**config.mk**
```make
export PLATFORM = sky130hd
export DESIGN_NAME = point_award_ctrl
export DESIGN_NICKNAME = d
export VERILOG_FILES = /design/src/rtl/point_award_ctrl.sv
export SDC_FILE = /design/constraint.sdc
export NUM_CORES = 1
export LEC_CHECK = 0
export ABC_AREA = 1
export CAP_MARGIN = 30
export CORE_MARGIN = 2
export CORE_UTILIZATION = 47
export DETAILED_ROUTE_END_ITERATION = 10
export PLACE_DENSITY_LB_ADDON = 0.25
export SLEW_MARGIN = 15
export SYNTH_ARGS = -nofsm -noshare
export SYNTH_HDL_FRONTEND = slang
export SYNTH_SLANG_ARGS = --single-unit
```
**constraint.sdc**
```tcl
create_clock -name clock -period 4.9 [get_ports clock]
set_input_delay 1.225 -clock clock [delete_from_list [all_inputs] [get_ports clock]]
set_output_delay 1.225 -clock clock [all_outputs]
set_load 0.03 [all_outputs]
```
**src/rtl/point_award_ctrl.sv**
```systemverilog
// Scoring front end: turns hit/miss events into one-cycle accumulate writes for the points register.
// Optional combo decay on inactivity is enabled by defining COMBO_TIMEOUT_EN.
module point_award_ctrl #(
    parameter int COMBO_STEP     = 4,
    parameter int MAX_SCORE      = 31,
    parameter int TIMEOUT_CYCLES = 1000
) (
    input  logic       clock,
    input  logic       rst,
    input  logic       game_active,
    input  logic       hit,
    input  logic [2:0] hit_value,
    input  logic       miss,
    output logic       write,
    output logic       Addr,
    output logic [4:0] WrData,
    output logic [3:0] combo,
    output logic [2:0] mult,
    output logic [4:0] total,
    output logic       maxed
);

    localparam logic [4:0] MAX_SCORE_W = 5'(MAX_SCORE);
    localparam logic [3:0] COMBO_SAT   = 4'd15;

    typedef enum logic [1:0] {
        IDLE  = 2'd0,
        PLAY  = 2'd1,
        MAXED = 2'd2
    } state_t;

    state_t     state_q, state_d;
    logic       write_q, write_d;
    logic [4:0] wr_data_q, wr_data_d;
    logic [3:0] combo_q, combo_d;
    logic [2:0] mult_q, mult_d;
    logic [4:0] total_q, total_d;
    logic       maxed_q, maxed_d;

    logic [5:0] raw;
    logic [4:0] headroom;
    logic [4:0] award;

    function automatic logic [2:0] mult_for(input logic [3:0] c);
        int lvl;
        lvl = int'(c) / COMBO_STEP;
        if (lvl > 3) begin
            lvl = 3;
        end
        return 3'(lvl + 1);
    endfunction

    // Award is clipped to the remaining headroom so the wrapping downstream accumulator never overflows.
    always_comb begin
        raw      = {3'b000, hit_value} * {3'b000, mult_q};
        headroom = MAX_SCORE_W - total_q;
        award    = (raw > {1'b0, headroom}) ? headroom : raw[4:0];
    end

`ifdef COMBO_TIMEOUT_EN
    localparam int CNT_W = ($clog2(TIMEOUT_CYCLES + 1) > 10) ? $clog2(TIMEOUT_CYCLES + 1) : 10;
    localparam logic [CNT_W-1:0] CNT_LAST = CNT_W'(TIMEOUT_CYCLES - 1);

    logic [CNT_W-1:0] idle_cnt_q, idle_cnt_d;
`endif

    always_comb begin
        state_d   = state_q;
        write_d   = 1'b0;
        wr_data_d = 5'd0;
        combo_d   = combo_q;
        total_d   = total_q;
`ifdef COMBO_TIMEOUT_EN
        idle_cnt_d = '0;
`endif

        case (state_q)
            IDLE: begin
                if (game_active) begin
                    state_d = PLAY;
                end
            end

            PLAY: begin
                if (hit) begin
                    if (award != 5'd0) begin
                        write_d   = 1'b1;
                        wr_data_d = award;
                        total_d   = total_q + award;
                    end
                    if (combo_q != COMBO_SAT) begin
                        combo_d = combo_q + 4'd1;
                    end
                end
                // Miss wins over a simultaneous hit for the streak; the award already used the old multiplier.
                if (miss) begin
                    combo_d = 4'd0;
                end
`ifdef COMBO_TIMEOUT_EN
                if (hit || miss) begin
                    idle_cnt_d = '0;
                end else if (idle_cnt_q == CNT_LAST) begin
                    combo_d    = 4'd0;
                    idle_cnt_d = '0;
                end else begin
                    idle_cnt_d = idle_cnt_q + 1'b1;
                end
`endif
                if (!game_active) begin
                    combo_d = 4'd0;
                    state_d = IDLE;
`ifdef COMBO_TIMEOUT_EN
                    idle_cnt_d = '0;
`endif
                end
                // Reaching the ceiling is terminal until reset, even if the round ends on the same cycle.
                if (total_d == MAX_SCORE_W) begin
                    state_d = MAXED;
`ifdef COMBO_TIMEOUT_EN
                    idle_cnt_d = '0;
`endif
                end
            end

            MAXED: begin
                state_d = MAXED;
            end

            default: begin
                state_d = IDLE;
            end
        endcase

        mult_d  = mult_for(combo_d);
        maxed_d = (state_d == MAXED);
    end

    always_ff @(posedge clock) begin
        if (rst) begin
            state_q   <= IDLE;
            write_q   <= 1'b0;
            wr_data_q <= 5'd0;
            combo_q   <= 4'd0;
            mult_q    <= 3'd1;
            total_q   <= 5'd0;
            maxed_q   <= 1'b0;
        end else begin
            state_q   <= state_d;
            write_q   <= write_d;
            wr_data_q <= wr_data_d;
            combo_q   <= combo_d;
            mult_q    <= mult_d;
            total_q   <= total_d;
            maxed_q   <= maxed_d;
        end
    end

`ifdef COMBO_TIMEOUT_EN
    always_ff @(posedge clock) begin
        if (rst) begin
            idle_cnt_q <= '0;
        end else begin
            idle_cnt_q <= idle_cnt_d;
        end
    end
`endif

    assign write  = write_q;
    assign Addr   = 1'b1;
    assign WrData = wr_data_q;
    assign combo  = combo_q;
    assign mult   = mult_q;
    assign total  = total_q;
    assign maxed  = maxed_q;

endmodule

```
### Word level (Yosys, flattened, before mapping)

Index checks and enable logic that the tools add are counted.

| word-level totals | value |
|---|---|
| register bits after elaboration | 21 |
| output and inout port bits | 20 |
| logic and storage cells | 45 |

| cells by class | value |
|---|---|
| add/sub/neg operators | 4 |
| multipliers | 1 |
| order comparisons | 2 |
| equality and inequality tests | 7 |
| multiplexer cells | 15 |
| bitwise operators | 3 |
| reductions and logical operators | 5 |

Operators with widths:

| cell | number |
|---|---|
| $mux W4 | 5 |
| $mux W5 | 4 |
| $mux W2 | 4 |
| $gt A6 B5 Y1 | 1 |
| $mul A3 B3 Y6 | 1 |
| $ne A3 B1 Y1 const B | 2 |
| $pmux W2 S3 | 1 |
| $add A5 B5 Y5 | 1 |
| $eq A5 B5 Y1 const B | 1 |
| $reduce_bool A5 Y1 | 1 |
| $sub A5 B5 Y5 const A | 1 |
| $add A4 B1 Y4 const B | 1 |
| $eq A2 B2 Y1 const B | 2 |
| $ne A4 B4 Y1 const B | 1 |
| $reduce_or A4 Y1 | 1 |
| $add A3 B2 Y3 const B | 1 |
| $not A1 Y1 | 3 |
| $reduce_and A3 Y1 | 1 |
| $reduce_or A3 Y1 | 1 |
| $eq A2 B1 Y1 const B | 1 |
| $gt A2 B2 Y1 const B | 1 |
| $logic_not A2 Y1 | 1 |
| $mux W1 | 1 |

### Longest topological paths before layout

Gate-level depths: netlist (run 1).

| depth | value |
|---|---|
| word-level depth | 11 |
| depth in mapped cells | 33 |
| gate-level depth less buffers | 33 |

### Least setup slack after synthesis (run 1)

OpenSTA, ideal clock, no wires.

| timing | value |
|---|---|
| path kind | input-to-reg |
| start point | in hit_value[0] |
| end point | reg state_q[0] |
| setup time | 109 ps |
| arrival | 4,933 ps |
| data required time | 4,791 ps |
| path slack | -142 ps |
| stages on the path | 32 |
| cell sequence | nand2_1 -> fa_1 -> inv_1 -> ha_1 -> inv_1 -> fa_1 -> xor2_1 -> inv_1 -> ha_1 -> nand2_1 -> nor2_1 -> nor2_1 -> nand2_1 -> nand2_2 -> nand2_4 -> nand2_1 -> nand2_2 -> inv_1 -> ha_1 -> inv_1 -> fa_1 -> nor2_1 -> a211oi_1 -> nand3b_1 -> nand2_1 -> clkinv_1 -> nand4_1 -> nand2_2 -> nor2_2 -> nand3_1 -> nand2_1 -> inv_1 |

| on the way | value |
|---|---|
| longest elaborated chain between the ends | 10 |
| elaborated cells on any way between the ends | 11 |
| those cells by class | add/sub (1); mul (1); order compare (1); eq/ne (1); mux (6); reduce/logical (1) |

RTL lines:

| what | line | RTL |
|---|---|---|
| start, declared | 12 | `input logic [2:0] hit_value,` |
| $mul A3 B3 Y6 * | 55 | `raw = {3'b000, hit_value} * {3'b000, mult_q};` |
| $gt A6 B5 Y1 | 57 | `award = (raw > {1'b0, headroom}) ? headroom : raw[4:0];` |
| $mux W5 * | 57 |  |
| via award[0] | 42 | `logic [4:0] award;` |
| $add A5 B5 Y5 / $reduce_bool A5 Y1 (equally long branches) | 89, 86 |  |
| $mux W5 * | 86 | `if (award != 5'd0) begin` |
| $mux W5 * | 85 | `if (hit) begin` |
| $mux W5 * | 77 | `case (state_q)` |
| $eq A5 B5 Y1 * | 117 | `if (total_d == MAX_SCORE_W) begin` |
| $mux W2 * | 117 |  |
| $pmux W2 S3 * | 77 |  |
| end signal, assigned | 148 | `state_q <= state_d;` |
| end, declared | 32 | `state_t state_q, state_d;` |

The timed path passes the listed nets; every way through them passes the cells marked *. The select of a mux whose other input is x is not followed.
A chain may end at the register's enable or synchronous reset.

### Worst setup path in the final report (run 1)

| timing | value |
|---|---|
| start point | in hit_value[2] |
| end point | reg state_q[0] |

| on the way | value |
|---|---|
| longest elaborated chain between the ends | 10 |
| elaborated cells on any way between the ends | 11 |
| those cells by class | add/sub (1); mul (1); order compare (1); eq/ne (1); mux (6); reduce/logical (1) |

RTL lines:

| what | line |
|---|---|
| $mul A3 B3 Y6 * | 55 |
| $gt A6 B5 Y1 * | 57 |
| $mux W5 * | 57 |
| via award[0] | 42 |
| $add A5 B5 Y5 / $reduce_bool A5 Y1 (equally long branches) | 89, 86 |
| $mux W5 * | 86 |
| $mux W5 * | 85 |
| $mux W5 * | 77 |
| $eq A5 B5 Y1 * | 117 |
| $mux W2 * | 117 |
| $pmux W2 S3 * | 77 |

Marks and branches as above.

==> qor.log, run 1 <==
INFO  cells_and_area layout.cells.most_common_list=sky130_fd_sc_hd__inv_1 (39), sky130_fd_sc_hd__nand2_1 (37), sky130_fd_sc_hd__buf_4 (29), sky130_fd_sc_hd__clkdlybuf4s50_1 (23), sky130_fd_sc_hd__dfxtp_1 (21)
INFO  placement      finalWeightedCongestion=0.8659
INFO  global_route   grt_antenna_before_repair=0
INFO  clocking       clk-insertion-delay-late=300ps
INFO  synth          ys_seq_area_share=27.56%
INFO  setup_path     crit_path_max_fanout=5
INFO  clocking       cts_hold_repair.buffers=0
INFO  clocking       clock_sink_count=21
INFO  power_and_ir_drop power.ir.vdd_worst=0.0001907V
INFO  power_and_ir_drop leakage=1.135nW
INFO  clocking       clkSlewWorstSetupHoldPaths=110ps
INFO  die            effective_utilization_at_floorplan=49.55%
INFO  setup_path     crit_end_category=register
INFO  power_and_ir_drop p_switching=0.1141mW
INFO  cells_and_area antennaDiodeCount=0
INFO  power_and_ir_drop clkPwrFrac=22.4%
INFO  synth          total_standard_cell_area_after_synthesis=1525um2
INFO  power_and_ir_drop power_density=165.2nW/um2
INFO  sta            fmax=0.2059GHz
INFO  placement      placed_cells=303
INFO  synth          yosysWarningCount=0
INFO  sta            final_period_minus_worst_setup_slack=4856ps
INFO  placement      io_buffer_count=26
INFO  placement      hpwlAfterDp=2521um
INFO  sta            period_share=99.10%
INFO  sta            finalHoldViolations=0
INFO  synth          synthArstFlopShare=0%
INFO  hold_path      worst_hold_path_type=reg -> reg
INFO  synth          postSynth.topFlopCell=sky130_fd_sc_hd__dfxtp_1
INFO  sta            hold_ws=526.0ps
INFO  setup_path     timing.critical_path.slowest_stage_cell=sky130_fd_sc_hd__fa_1
INFO  drt            drtPass1Iterations=4
INFO  setup_path     worstPathArrival=5070ps
INFO  power_and_ir_drop p_int=0.2552mW
INFO  clocking       number_of_buffers_inserted_during_clock_tree_synthesis=3
INFO  synth          post_synth_num_cell_types=28
INFO  setup_path     path_class=in -> reg
INFO  cells_and_area layout-area-overhead-vs-synth=46.60%
INFO  drt            wl_per_cell=11.74um
INFO  clocking       tritoncts=done
INFO  synth          synth_enable_flop_cells=0
INFO  clocking       cts_htree_levels=1
INFO  global_route   grt-ovfl-total=0
INFO  synth          postSynthAreaPerCell=7.029um2
INFO  die            floorplan.die_area=3717um2
INFO  setup_path     crit_required=5120ps
INFO  die            core.rowCount=20
INFO  cells_and_area finish.net_count=301
INFO  cells_and_area layout.core_utilization=72.64%
INFO  drt            drt_iter0_markers=48
INFO  die            design.portCount=28
INFO  job            max_cap_viol_count=0
INFO  drt            vias_per_cell=4.811
INFO  sta            slew_viol_final=0
INFO  cells_and_area drive_above_1_share=31.14%
INFO  placement      post_placement_cell_area=1973um2
INFO  global_route   grt_start_max_net_pins=12
INFO  power_and_ir_drop total_power=0.3693mW
INFO  cells_and_area finalNonFillerCells=317
INFO  synth          post_synth_inst_count=217
INFO  synth          synth.ff_latch_count=21
INFO  cells_and_area finalInstanceArea=2236um2
INFO  die            die_width=60.97um
INFO  global_route   grt_util_all_layers=22.44%
INFO  sta            setup_viol=0
INFO  power_and_ir_drop power.share.combinational=27.8%
INFO  die            die_height=60.97um
INFO  drt            routed_wl=3723um
INFO  die            floorplan.core_area=3078um2
INFO  sta            final.setup_skew=0.7506ps
INFO  power_and_ir_drop sequentialPowerShare=49.8%
INFO  clocking       clock_root_buffer=sky130_fd_sc_hd__clkbuf_4
INFO  drt            antenna_violating_nets_post_route=0
INFO  drt            number_of_vias_after_detailed_routing=1,525
INFO  setup_path     cpLargestDelayFamily=adder cells
INFO  power_and_ir_drop power.switching_fraction=30.90%
INFO  status         outcome=finished clean
INFO  global_route   grt_first_pass_wirelength=6251um
INFO  sta            grt_setup_unrepaired=yes
INFO  clocking       ctsLongestPathBuffers=2
INFO  setup_path     max_stage_delay=460ps
INFO  setup_path     critical_path.startpoint_type=input pin
INFO  global_route   grt_pass1_vias=1,435
INFO  setup_path     cp_num_buf_inv=8
INFO  cells_and_area most_common_cell_after_layout_fill_and_taps_aside=sky130_fd_sc_hd__inv_1
INFO  drt            route.detailed.drc=0
INFO  synth          postSynthNetCount=244
==> through the flow <==
step | worst slack, ps | setup TNS (ps)
after floorplan | -24.04 | -24.04
after global routing | -147.9 | -386.7
after global placement | -693.2 | -4096
after detailed placement | -822.2 | -5154
after CTS | 13.02 | 0
final | 44.22 | 0
==> path summary, 6_finish.rpt <==
kind                                    from          to  slack, ps  cells past startpoint
worst max-delay path            hit_value[2]  state_q[0]         40                     32
worst min-delay path              state_q[1]       maxed        530                      2
worst max register to register       mult[0]  state_q[0]        570                     31
worst min register to register    state_q[1]       maxed        530                      2
==> worst reg2reg max path: cells and delay by family, from the launching register on <==
family,cells,cell delay [ps]
AO/OA/AOI/OAI,1,50
XOR/XNOR,1,190
adder cells (fa/ha/maj),6,1740
buffers and inverters,7,370
flip-flops,1,440
AND/OR/NAND/NOR,16,1470
==> cells by family (layout without fill, tap and decap cells) <==
| kind of cell | after synthesis | count (layout) | share of synthesized area (%) |
|---|---|---|---|
| simple gates | 100 | 100 | 31.50 |
| fa+ha+maj | 19 | 19 | 17.06 |
| xor+xnor | 3 | 3 | 1.723 |
| other cells | 1 | 1 | 0.2459 |
| buf+inv | 49 | 105 | 12.47 |
| compound gates | 24 | 24 | 9.435 |
| flops | 21 | 21 | 27.56 |
==> power groups by stage <==
stage | Clock (mW) | Combinational (mW) | Sequential [mW]
floorplan | 0 | 0.0449 | 0.192
global placement | 0 | 0.0847 | 0.186
detailed placement | 0 | 0.0857 | 0.186
CTS | 0.0843 | 0.0944 | 0.183
global route | 0.0910 | 0.114 | 0.185
finish | 0.0828 | 0.103 | 0.184
==> cell usage after synthesis (3+ instances only) <==
library cell / number / share of area, %
sky130_fd_sc_hd__a21oi_1: 9 / 3.0
sky130_fd_sc_hd__dfxtp_1: 21 / 28
sky130_fd_sc_hd__fa_1: 3 / 3.9
sky130_fd_sc_hd__ha_1: 16 / 13
sky130_fd_sc_hd__inv_1: 44 / 11
sky130_fd_sc_hd__nand2_1: 45 / 11
sky130_fd_sc_hd__nand2_2: 9 / 3.7
sky130_fd_sc_hd__nand2_4: 3 / 2.2
sky130_fd_sc_hd__nand3_1: 15 / 4.9
sky130_fd_sc_hd__nor2_1: 16 / 3.9
sky130_fd_sc_hd__nor2_2: 4 / 1.6
sky130_fd_sc_hd__o21ai_0: 10 / 3.3
==> sequential cells by signal, summed over array words and instances, names as in the netlist <==
register and cells:
total 5, combo 4, WrData 5, maxed 1, state_q 2, write 1
mult 3
==> area by class of cell <==
class | count | area, um2
Inverter | 46 | 173.9
Tap cell | 44 | 55.05
Clock buffer | 4 | 26.28
Fill cell | 240 | 842.1
Multi-Input combinational cell | 147 | 1075
Timing Repair Buffer | 55 | 485.5
Sequential cell | 21 | 420.4
==> repair_timing <==
action                                  CTS  global route
setup buffers                             8             2
endpoints found under the setup margin    7             5
pin swaps                                23            20
resized for setup                        36            15
gates cloned                              0             0
==> routing by layer <==
metal,wire length [um],vias up,global-route usage [%]
met5,0,-,0
met4,17,0,5.590
met3,227,2,4.691
met2,1769,47,37.79
met1,1709,690,29.35
li1,-,786,-
(Power assumes the default switching activity.)
==> run 2, diff against run 1 <==
--- a/config.mk
+++ b/config.mk
@@ -8,7 +8,7 @@
 export ABC_AREA = 1
 export CAP_MARGIN = 30
 export CORE_MARGIN = 2
-export CORE_UTILIZATION = 47
+export CORE_UTILIZATION = 50
 export DETAILED_ROUTE_END_ITERATION = 10
 export PLACE_DENSITY_LB_ADDON = 0.25
 export SLEW_MARGIN = 15
==> constraint.sdc (replaced) <==
create_clock -name clock -period 4.75 [get_ports clock]
set_input_delay 1.1875 -clock clock [delete_from_list [all_inputs] [get_ports clock]]
set_output_delay 1.1875 -clock clock [all_outputs]
set_load 0.03 [all_outputs]
==> run 2 against run 1 <==
The run now ends with negative setup slack left. Flip-flop and latch count did not move. Highest routed layer unchanged. Non-clock buffer count shrank 1. Combinational power about the same. Clock skew grew 10 ps. First-iteration DRC count shrank 38%.
==> qor.log, run 2 (synthesis results as in run 1) <==
INFO  status         outcome=finished with violations
INFO  status         failed_checks=negative setup slack
INFO  setup_path     max_stage_delay=540ps
INFO  cells_and_area layout-area-overhead-vs-synth=45.53%
INFO  drt            route.detailed.drc=0
INFO  clocking       number_of_buffers_inserted_during_clock_tree_synthesis=3
INFO  global_route   grt_util_all_layers=24.00%
INFO  placement      finalWeightedCongestion=0.8716
INFO  setup_path     path_class=in -> reg
INFO  clocking       ctsLongestPathBuffers=2
INFO  drt            wl_per_cell=12.06um
INFO  global_route   grt_antenna_before_repair=0
INFO  power_and_ir_drop total_power=0.3804mW
INFO  cells_and_area antennaDiodeCount=0
INFO  global_route   grt-ovfl-total=0
INFO  die            floorplan.core_area=2978um2
INFO  power_and_ir_drop leakage=1.147nW
INFO  drt            routed_wl=3679um
INFO  job            max_cap_viol_count=0
INFO  cells_and_area finalNonFillerCells=305
INFO  sta            grt_setup_unrepaired=yes
INFO  clocking       clk-insertion-delay-late=320ps
INFO  setup_path     crit_end_category=register
INFO  setup_path     worstPathArrival=5080ps
INFO  drt            drt_iter0_markers=30
INFO  setup_path     cpLargestDelayFamily=adder cells
INFO  cells_and_area ff_latch_area=420.4um2
INFO  sta            finalHoldViolations=0
INFO  placement      placed_cells=295
INFO  drt            antenna_violating_nets_post_route=0
INFO  sta            fmax=0.2059GHz
INFO  cells_and_area layout.core_utilization=74.54%
INFO  sta            worst_slack_setup_final=-106.5ps
INFO  cells_and_area most_common_cell_after_layout_fill_and_taps_aside=sky130_fd_sc_hd__inv_1
INFO  die            design.portCount=28
INFO  die            effective_utilization_at_floorplan=51.22%
INFO  placement      pre_cts_ws=-927.5ps
INFO  hold_path      worst_hold_path_type=reg -> reg
INFO  power_and_ir_drop power.ir.vdd_worst=0.0001686V
INFO  setup_path     critical_path.startpoint_type=input pin
INFO  drt            drtPass1Iterations=4
INFO  cells_and_area layout.filler_cells=229
INFO  setup_path     cp_num_buf_inv=8
INFO  clocking       tritoncts=done
INFO  placement      hpwlAfterDp=2594um
INFO  clocking       clock_sink_count=21
INFO  sta            setup_viol=3
INFO  global_route   grt_start_max_net_pins=13
INFO  placement      io_buffer_count=26
INFO  power_and_ir_drop power_density=171.4nW/um2
INFO  clocking       clkSlewWorstSetupHoldPaths=110ps
INFO  die            floorplan.die_area=3508um2
INFO  sta            period_share=102.2%
INFO  clocking       cts_htree_levels=1
INFO  cells_and_area area_of_the_multi_input_gates=1066um2
INFO  global_route   grt_first_pass_wirelength=6403um
INFO  global_route   grt_pass1_vias=1,496
INFO  drt            number_of_vias_after_detailed_routing=1,514
INFO  sta            slew_viol_final=0
INFO  setup_path     crit_path_max_fanout=4
INFO  cells_and_area layout.cells.most_common_list=sky130_fd_sc_hd__inv_1 (39), sky130_fd_sc_hd__nand2_1 (35), sky130_fd_sc_hd__buf_4 (26), sky130_fd_sc_hd__clkdlybuf4s50_1 (23), sky130_fd_sc_hd__dfxtp_1 (21)
INFO  setup_path     timing.critical_path.slowest_stage_cell=sky130_fd_sc_hd__fa_2
INFO  clocking       clock_root_buffer=sky130_fd_sc_hd__clkbuf_4
INFO  sta            final_period_minus_worst_setup_slack=4857ps
INFO  cells_and_area drive_above_1_share=31.25%
INFO  sta            hold_ws=528.5ps
INFO  die            core.rowCount=20
INFO  die            die_width=59.23um
INFO  die            die_height=59.23um
INFO  setup_path     crit_required=4970ps
INFO  cells_and_area finish.net_count=300
INFO  drt            vias_per_cell=4.964
INFO  sta            final.setup_skew=10.79ps
==> run 2: cell count changes in the layout (fill, tap and decap cells not counted), sizes merged <==
cell,previous run,this run
buf,32,31
clkbuf,4,3
inv,44,45
==> run 2: tightest hold or removal path, delay by kind of cell, from the launching register on <==
family | cells | cell delay [ps]
DFF | 1 | 340
buffers and inverters | 1 | 40
and+or+nand+nor | 2 | 130
==> run 2: timing repair <==
| item | 4_1_cts | 5_1_grt |
|---|---|---|
| endpoints found under the setup margin | 7 | 6 |
| hold buffers | 0 | 0 |
| buffers inserted | 4 | 2 |
| gates cloned | 0 | 0 |
| resized for setup | 22 | 23 |
| pin swaps | 16 | 20 |
==> run 2: through the flow <==
step	TNS (ps)	cell area, um2
after floorplan	-149.0	1572
after global placement	-6415	2021
after detailed placement	-7507	2021
after CTS	-186.0	2112
after global routing	-1054	2220
final	-214.7	2220
==> run 2: final timing paths <==
check,startpoint,end,slack (ps),cells past startpoint
worst max register to register,mult[1],state_q[0],350,29
worst min-delay path,state_q[0],state_q[0],530,3
worst max-delay path,hit_value[1],state_q[0],-110,30
worst min register to register,state_q[0],state_q[0],530,3
==> run 2: layout make-up <==
| type | instances | area share, % |
|---|---|---|
| Clock buffer | 3 | 1.015 |
| Sequential cell | 21 | 18.94 |
| Inverter | 46 | 7.892 |
| Tap cell | 33 | 1.860 |
| Timing Repair Buffer | 54 | 22.04 |
| Clock inverter | 1 | 0.2255 |
| Multi-Input combinational cell | 147 | 48.03 |
==> run 2: power breakdown <==
group | leakage [nW] | total, mW | internal (mW) | switching, mW
Sequential | 0.171 | 0.189 | 0.181 | 0.00843
Clock | 0.0177 | 0.0884 | 0.0316 | 0.0568
Combinational | 0.958 | 0.103 | 0.0483 | 0.0546
==> run 2: layer usage <==
metal,share of wire (%),up-vias,global-route usage [%]
li1,-,783,-
met1,44,696,29.00
met2,51,28,40.82
met3,4.3,7,7.205
met4,1.1,0,7.143
met5,0,-,0
==> run 3, diff against run 2 <==
--- a/config.mk
+++ b/config.mk
@@ -11,6 +11,7 @@
 export CORE_UTILIZATION = 50
 export DETAILED_ROUTE_END_ITERATION = 10
 export PLACE_DENSITY_LB_ADDON = 0.25
+export SKIP_CTS_REPAIR_TIMING = 1
 export SLEW_MARGIN = 15
 export SYNTH_ARGS = -nofsm -noshare
 export SYNTH_HDL_FRONTEND = slang
==> run 3 against run 2 <==
The run still ends with negative setup slack left. Cell count is 0.66% lower. Routed wire length fell by 5.8%. Critical path depth grew 2. Utilization decreased by 1.4 points. Sequential power hardly changed. Sequential share of layout area rose by 0.36 points. Register-to-register slack barely moved. Combinational power about the same. Worst setup slack improved by 6.1 ps. First-iteration DRC count increased by 23%. Non-clock buffer count is 2 lower. Die area is the same.
==> qor.log, run 3 (synthesis results as in run 1) <==
INFO  power_and_ir_drop total_power=0.3800mW
INFO  sta            period_share=102.1%
INFO  setup_path     max_stage_delay=460ps
INFO  drt            vias_per_cell=4.974
INFO  die            effective_utilization_at_floorplan=51.22%
INFO  status         outcome=finished with violations
INFO  clocking       number_of_buffers_inserted_during_clock_tree_synthesis=3
INFO  cells_and_area layout-area-overhead-vs-synth=42.82%
INFO  clocking       cts_htree_levels=1
INFO  global_route   grt-ovfl-total=0
INFO  sta            worst_slack_setup_final=-100.4ps
INFO  cells_and_area drive_above_1_share=29.26%
INFO  die            core.rowCount=20
INFO  setup_path     critical_path.startpoint_type=input pin
INFO  clocking       clock_root_buffer=sky130_fd_sc_hd__clkbuf_4
INFO  cells_and_area layout.core_utilization=73.15%
INFO  clocking       clkSlewWorstSetupHoldPaths=110ps
INFO  setup_path     cpLargestDelayFamily=adder cells
INFO  placement      io_buffer_count=26
INFO  cells_and_area finish.net_count=298
INFO  setup_path     timing.critical_path.slowest_stage_cell=sky130_fd_sc_hd__fa_1
INFO  cells_and_area ff_latch_area=420.4um2
INFO  sta            fmax=0.2062GHz
INFO  die            floorplan.die_area=3508um2
INFO  setup_path     crit_end_category=register
INFO  cells_and_area layout.filler_cells=235
INFO  job            max_cap_viol_count=0
INFO  drt            antenna_violating_nets_post_route=0
INFO  power_and_ir_drop power_density=174.5nW/um2
INFO  die            die_height=59.23um
INFO  cells_and_area area_of_the_multi_input_gates=1051um2
INFO  global_route   grt_antenna_before_repair=0
INFO  cells_and_area antennaDiodeCount=0
INFO  setup_path     path_class=in -> reg
INFO  status         failed_checks=negative setup slack
INFO  drt            drt_iter0_markers=37
INFO  hold_path      worst_hold_path_type=reg -> reg
INFO  sta            final.setup_skew=11.13ps
INFO  drt            drtPass1Iterations=4
INFO  drt            routed_wl=3466um
INFO  global_route   grt_pass1_vias=1,424
INFO  clocking       tritoncts=done
INFO  placement      finalWeightedCongestion=0.8716
INFO  hold_path      hold_path_depth=3
INFO  sta            hold_ws=529.3ps
INFO  placement      pre_cts_ws=-927.5ps
INFO  sta            setup_viol=3
INFO  sta            finalHoldViolations=0
INFO  setup_path     crit_path_max_fanout=5
INFO  cells_and_area layout.cells.most_common_list=sky130_fd_sc_hd__inv_1 (40), sky130_fd_sc_hd__nand2_1 (37), sky130_fd_sc_hd__buf_4 (26), sky130_fd_sc_hd__clkdlybuf4s50_1 (23), sky130_fd_sc_hd__dfxtp_1 (21)
INFO  global_route   grt_start_max_net_pins=13
INFO  die            floorplan.core_area=2978um2
INFO  sta            slew_viol_final=0
INFO  setup_path     r2r.worst_path.cells=31
INFO  setup_path     worst_path_most_repeated_cell=sky130_fd_sc_hd__nand2_2
INFO  clocking       clk-insertion-delay-late=330ps
INFO  setup_path     crit_required=4980ps
INFO  cells_and_area most_common_cell_after_layout_fill_and_taps_aside=sky130_fd_sc_hd__inv_1
INFO  placement      hpwlAfterDp=2594um
INFO  power_and_ir_drop leakage=1.128nW
INFO  die            die_width=59.23um
INFO  sta            grt_setup_unrepaired=yes
INFO  power_and_ir_drop power.ir.vdd_worst=0.0001606V
INFO  die            design.portCount=28
INFO  setup_path     worstPathArrival=5080ps
INFO  drt            route.detailed.drc=0
INFO  global_route   grt_first_pass_wirelength=6023um
INFO  setup_path     worstSetupPathDepth=32
INFO  clocking       clock_sink_count=21
INFO  setup_path     cp_num_buf_inv=8
INFO  sta            final_period_minus_worst_setup_slack=4850ps
INFO  drt            wl_per_cell=11.44um
INFO  clocking       ctsLongestPathBuffers=2
INFO  drt            number_of_vias_after_detailed_routing=1,507
INFO  global_route   grt_util_all_layers=22.54%
[run 3: changes by cell type in the layout (fill, tap and decap cells not counted)]
cell | before | now
sky130_fd_sc_hd__buf_6 | 3 | 2
sky130_fd_sc_hd__buf_8 | 2 | 1
sky130_fd_sc_hd__inv_1 | 39 | 40
sky130_fd_sc_hd__inv_2 | 5 | 4
sky130_fd_sc_hd__nand2_1 | 35 | 37
sky130_fd_sc_hd__nand2_2 | 15 | 14
sky130_fd_sc_hd__nand2_4 | 7 | 6
sky130_fd_sc_hd__nand3_1 | 13 | 14
sky130_fd_sc_hd__nand3_2 | 2 | 1
[run 3: cell type report]
cell class | count | share of cell area [%]
flip-flops and latches | 21 | 19.30
clock inverters | 1 | 0.2298
inverters | 46 | 8.041
repair buffers | 52 | 21.25
clock buffers | 3 | 1.034
multi-input cells | 147 | 48.25
well taps | 33 | 1.895
[run 3: metal layers]
metal | GRT usage (%) | wire length, um | vias to the layer above
met5 | 0 | 0 | -
met4 | 6.818 | 59 | 0
met3 | 6.987 | 180 | 7
met2 | 38.30 | 1670 | 36
met1 | 27.06 | 1555 | 684
li1 | - | - | 780
[run 3: path summary, 6_finish.rpt]
kind                            slack (ps)          from    endpoint
worst max-delay path                  -100  hit_value[1]  state_q[0]
worst min-delay path                   530    state_q[0]  state_q[0]
worst max register to register         340       mult[1]  state_q[0]
worst min register to register         530    state_q[0]  state_q[0]
[run 3: report_power, final]
part	switching [mW]	total (mW)	internal, mW	leakage [nW]
combinational	0.0539	0.101	0.0470	0.939
sequential	0.00820	0.189	0.181	0.171
clock	0.0585	0.0901	0.0317	0.0177
total	0.121	0.380	0.259	1.13
[run 3: through the flow]
stage	setup TNS, ps	instance area (um2)	cells
2_1_floorplan	-149.0	1572	217
3_3_place_gp	-6415	2021	295
3_5_place_dp	-7507	2021	295
4_1_cts	-2934	2048	299
5_1_grt	-1341	2178	303
6_report	-201.0	2178	303
[run 3: tightest hold or removal path, stage by stage, from the launching register on]
cell	delay (ps)
sky130_fd_sc_hd__dfxtp_1	340
sky130_fd_sc_hd__nand3_1	80
sky130_fd_sc_hd__nand2_1	50
sky130_fd_sc_hd__inv_1	40
